[src/rtl/imm_gen_pipe.sv]
// Pipelined RISC-V immediate generator: decodes I/S/B/U/J/zimm immediates and legality,
// registers the result behind a valid/ready handshake with an optional 2-entry skid buffer.
module imm_gen_pipe #(
    parameter int unsigned XLEN    = 32,
    parameter bit          SKID    = 1'b1,
    parameter bit          EN_ZIMM = 1'b1
) (
    input  logic            clk,
    input  logic            rst_n,
    input  logic            flush,
    input  logic            in_valid,
    output logic            in_ready,
    input  logic [31:0]     instr,
    output logic            out_valid,
    input  logic            out_ready,
    output logic [XLEN-1:0] imm,
    output logic [2:0]      fmt,
    output logic            illegal
);

    localparam logic [2:0] FmtR = 3'd0;
    localparam logic [2:0] FmtI = 3'd1;
    localparam logic [2:0] FmtS = 3'd2;
    localparam logic [2:0] FmtB = 3'd3;
    localparam logic [2:0] FmtU = 3'd4;
    localparam logic [2:0] FmtJ = 3'd5;
    localparam logic [2:0] FmtZ = 3'd6;

    typedef enum logic [1:0] {StEmpty, StOne, StTwo} state_e;

    state_e          state_q, state_d;
    logic [XLEN-1:0] main_imm_q, main_imm_d, skid_imm_q, skid_imm_d;
    logic [2:0]      main_fmt_q, main_fmt_d, skid_fmt_q, skid_fmt_d;
    logic            main_ill_q, main_ill_d, skid_ill_q, skid_ill_d;
    logic            rdy_q, rdy_d;

    logic [31:0]     dec_v32;
    logic [XLEN-1:0] dec_imm;
    logic [2:0]      dec_fmt;
    logic            dec_ill;
    logic            xfer_in, xfer_out;

    // Every format fits a sign-correct 32-bit value; widening is a plain sign extension.
    always_comb begin
        dec_v32 = '0;
        dec_fmt = FmtR;
        dec_ill = 1'b0;
        case (instr[6:0])
            7'b0000011, 7'b0010011, 7'b1100111: begin
                dec_v32 = {{20{instr[31]}}, instr[31:20]};
                dec_fmt = FmtI;
            end
            7'b0011011: begin
                if (XLEN == 64) begin
                    dec_v32 = {{20{instr[31]}}, instr[31:20]};
                    dec_fmt = FmtI;
                end else begin
                    dec_ill = 1'b1;
                end
            end
            7'b0100011: begin
                dec_v32 = {{20{instr[31]}}, instr[31:25], instr[11:7]};
                dec_fmt = FmtS;
            end
            7'b1100011: begin
                dec_v32 = {{20{instr[31]}}, instr[7], instr[30:25], instr[11:8], 1'b0};
                dec_fmt = FmtB;
            end
            7'b0110111, 7'b0010111: begin
                dec_v32 = {instr[31:12], 12'b0};
                dec_fmt = FmtU;
            end
            7'b1101111: begin
                dec_v32 = {{12{instr[31]}}, instr[19:12], instr[20], instr[30:21], 1'b0};
                dec_fmt = FmtJ;
            end
            7'b1110011: begin
                if (instr[14] && EN_ZIMM) begin
                    dec_v32 = {27'b0, instr[19:15]};
                    dec_fmt = FmtZ;
                end
            end
            7'b0110011, 7'b0001111: dec_fmt = FmtR;
            7'b0111011: dec_ill = (XLEN != 64);
            default:    dec_ill = 1'b1;
        endcase
    end

    assign dec_imm = XLEN'($signed(dec_v32));

    // rdy_q is also low throughout reset, which keeps in_ready low in both modes.
    assign in_ready  = SKID ? rdy_q : (rdy_q & ((state_q != StOne) | out_ready));
    assign out_valid = (state_q != StEmpty);
    assign xfer_in   = in_valid & in_ready;
    assign xfer_out  = out_valid & out_ready;

    always_comb begin
        state_d    = state_q;
        main_imm_d = main_imm_q;
        main_fmt_d = main_fmt_q;
        main_ill_d = main_ill_q;
        skid_imm_d = skid_imm_q;
        skid_fmt_d = skid_fmt_q;
        skid_ill_d = skid_ill_q;
        unique case (state_q)
            StEmpty: begin
                if (xfer_in) begin
                    main_imm_d = dec_imm;
                    main_fmt_d = dec_fmt;
                    main_ill_d = dec_ill;
                    state_d    = StOne;
                end
            end
            StOne: begin
                if (xfer_in && xfer_out) begin
                    main_imm_d = dec_imm;
                    main_fmt_d = dec_fmt;
                    main_ill_d = dec_ill;
                end else if (xfer_in) begin
                    skid_imm_d = dec_imm;
                    skid_fmt_d = dec_fmt;
                    skid_ill_d = dec_ill;
                    state_d    = StTwo;
                end else if (xfer_out) begin
                    state_d = StEmpty;
                end
            end
            StTwo: begin
                if (xfer_out) begin
                    main_imm_d = skid_imm_q;
                    main_fmt_d = skid_fmt_q;
                    main_ill_d = skid_ill_q;
                    state_d    = StOne;
                end
            end
            default: state_d = StEmpty;
        endcase
        if (flush) begin
            state_d = StEmpty;
        end
        rdy_d = (state_d != StTwo);
    end

    always_ff @(posedge clk or negedge rst_n) begin
        if (!rst_n) begin
            state_q    <= StEmpty;
            main_imm_q <= '0;
            main_fmt_q <= FmtR;
            main_ill_q <= 1'b0;
            skid_imm_q <= '0;
            skid_fmt_q <= FmtR;
            skid_ill_q <= 1'b0;
            rdy_q      <= 1'b0;
        end else begin
            state_q    <= state_d;
            main_imm_q <= main_imm_d;
            main_fmt_q <= main_fmt_d;
            main_ill_q <= main_ill_d;
            skid_imm_q <= skid_imm_d;
            skid_fmt_q <= skid_fmt_d;
            skid_ill_q <= skid_ill_d;
            rdy_q      <= rdy_d;
        end
    end

    assign imm     = main_imm_q;
    assign fmt     = main_fmt_q;
    assign illegal = main_ill_q;

endmodule

[config.mk]
export PLATFORM = sky130hd
export DESIGN_NAME = imm_gen_pipe
export DESIGN_NICKNAME = d
export VERILOG_FILES = /design/src/rtl/imm_gen_pipe.sv
export SDC_FILE = /design/constraint.sdc
export NUM_CORES = 1
export LEC_CHECK = 0
export ABC_AREA = 1
export BUFFER_PORTS_ARGS = -buffer_cell sky130_fd_sc_hd__clkbuf_2
export CORE_ASPECT_RATIO = 0.6
export CORE_UTILIZATION = 50
export CTS_CLUSTER_DIAMETER = 80
export DETAILED_ROUTE_END_ITERATION = 10
export GPL_TIMING_DRIVEN = 0
export PLACE_DENSITY = 0.79
export SETUP_SLACK_MARGIN = 0.2
export SLEW_MARGIN = 20
export SYNTH_ARGS = -nofsm -noshare
export SYNTH_HDL_FRONTEND = slang
export SYNTH_SLANG_ARGS = --single-unit
export TNS_END_PERCENT = 5
[constraint.sdc]
create_clock -name clk -period 1.5 [get_ports clk]
set_clock_uncertainty 0.2 [all_clocks]
set_input_delay 0.225 -clock clk [delete_from_list [all_inputs] [get_ports clk]]
set_output_delay 0.225 -clock clk [all_outputs]
set_load 0.01 [all_outputs]
==> metrics.yaml <==
synthCells: 564
layout_commonest_cell: "nand2_1"
antenna_cells: 0
syn_nets: 601
core_area_um2: 7447
fillCellCount: 578
die_y_um: 70.88
stdcell_area_um2: 5512
netlist_area_um2: 3954
clk_latency_ns: 0.34
fin_util_pct: 74.01
maxCapViolations: 0
ir_drop_mv: 0.7635
fp-row-count: 24
violations: "negative setup slack"
place_ws_ns: -0.3037
relSlewSlack_pct: 72.60
crit_path_start_kind: "register"
status: "finished with violations"
area_growth_pct: 39.40
wire_per_inst_um: 16.93
dp_cells: 743
critPathRequiredTime_ns: 1.58
rsz0062_at_grt: "yes"
clk_pin_slew_ns: 0.06
grt_pass1_wl_um: 20290
dp_hpwl_um: 8355
finalSetupTns_ns: -11.06
power_mw: 5.264
cts_buffers: 9
wirelength_um: 13340
final_nets: 716
period_share_pct: 114.8
fin_cells: 788
critPathKind: "register to register"
p_leak_nw: 3.243
cts_tree: "done"
dieArea_um2: 8279
initial_core_util_pct: 53.09
worstPathArrival_ns: 1.80
setup_viol: 76
ant_nets: 0
synth_sequential_area_ratio_pct: 47.47
synth_area_per_cell_um2: 7.010
drc_errors: 0
clockBufferDepth: 2
grt_use_total_pct: 32.50
gp_congestion: 0.9149
firstDrtPassIters: 5
cts_sinks: 75
crit_path_max_fanout: 10
fmax_ghz: 0.5805
finalWorstSetupSlack_ns: -0.2226
grt_overflow_total: 0
final_cell_mix: "nand2_1 (220), dfrtp_1 (74), clkbuf_2 (60)"
hold_viol_final: 0
end_kind: "register"
clockRootBuffer: "clkbuf_16"
synth_cell_type_count: 22
vias: 4330
grt_pass1_vias: 4062
die-width_um: 116.8
slew_violations: 0
place_area_um2: 4541
hold_class: "input port to register"
portBuffers: 74
dr.first_iter.drc_count: 382
worst_pin_slew_ns: 0.4095
layout-drive-gt1-share_pct: 29.68
min_period_ns: 1.723
via_per_inst: 5.495
powerDensity_nw_per_um2: 955.0
num_io_pins: 75
ys_seq_elements: 75
grt_max_degree: 52
ys_warn_count: 0
htreeDepth: 3
antenna_found_initial: 0
holdWs_ns: 0.005534
-- synthesized netlist by cell type, drive strengths merged --
| library cell | number | area, um2 |
|---|---|---|
| nand3 | 57 | 285.3 |
| inv | 29 | 108.9 |
| clkbuf | 8 | 33.79 |
| dfrtp | 75 | 1877 |
| nand2 | 237 | 902.1 |
| clkinv | 1 | 3.750 |
| nand4 | 5 | 31.28 |
| nor2 | 79 | 309.0 |
| buf | 19 | 116.4 |
| o21ai | 25 | 125.1 |
| nor3 | 2 | 10.01 |
| a21oi | 26 | 130.1 |
| nor4 | 1 | 21.27 |
-- final timing paths --
| path | start | to | slack, ns | depth (start not counted) |
|---|---|---|---|---|
| min reg2reg | imm[13] | imm[13] | 0.28 | 2 |
| min | instr[27] | imm[7] | 0.006 | 3 |
| max reg2reg | state_q[1] | skid_imm_q[10] | -0.22 | 7 |
| max | state_q[1] | skid_imm_q[10] | -0.22 | 7 |
| min in group asynchronous | rst_n | fmt[2] | 0.16 | 2 |
| max in group asynchronous | rst_n | imm[14] | 0.35 | 3 |
-- where the power goes --
part / switching, mW / leakage (nW) / internal [mW]
combinational: 0.519 / 2.08 / 0.373
sequential: 0.0864 / 1.01 / 2.16
clock: 0.821 / 0.146 / 1.30
-- final cells by class --
cell class | count | area (um2) | area share (%)
multi-input combinational | 432 | 2016 | 36.57
sequential | 75 | 1878 | 34.07
timing repair buffer | 103 | 768.2 | 13.94
buffer | 27 | 291.5 | 5.289
clock buffer | 15 | 287.8 | 5.221
tap | 104 | 130.1 | 2.361
inverter | 30 | 126.4 | 2.293
timing repair inverter | 1 | 8.758 | 0.1589
clock inverter | 1 | 5.005 | 0.09081
-- state kept, by name, indices dropped and copies added, names as in the netlist --
name / flops
skid_fmt_q: 3
imm: 32
illegal: 1
skid_ill_q: 1
skid_imm_q: 32
fmt: 3
in_ready: 1
state_q: 2
-- metal layers --
layer	part of all wire, %	GRT usage [%]
met1	44	47.06
met2	45	48.06
met3	9.0	7.112
met4	2.5	11.53
met5	0	0
-- cells by family after synthesis --
family                 count (synthesis)  share of synthesized area (%)
buffers and inverters                 57                          6.646
AND/OR/NAND/NOR                      381                          39.43
flip-flops                            75                          47.47
AO/OA/AOI/OAI                         51                          6.456
-- critical path, cell delays in order, from the launching register on --
cell	delay, ns
dfrtp_1	0.42
buf_4	0.15
buf_6	0.11
nor4_4	0.17
buf_4	0.21
buf_6	0.16
nand3_1	0.13
nand2_1	0.10
-- repair_timing --
item / in CTS / in global routing
pin swaps: 21 / 18
endpoints found under the setup margin: 76 / 88
gates resized for setup: 49 / 87
hold endpoints to repair: 34 / 0
gates cloned: 5 / 4
buffers inserted: 8 / 4
hold buffers: 8 / 0
No activity file was read; power rests on OpenSTA's default activity.
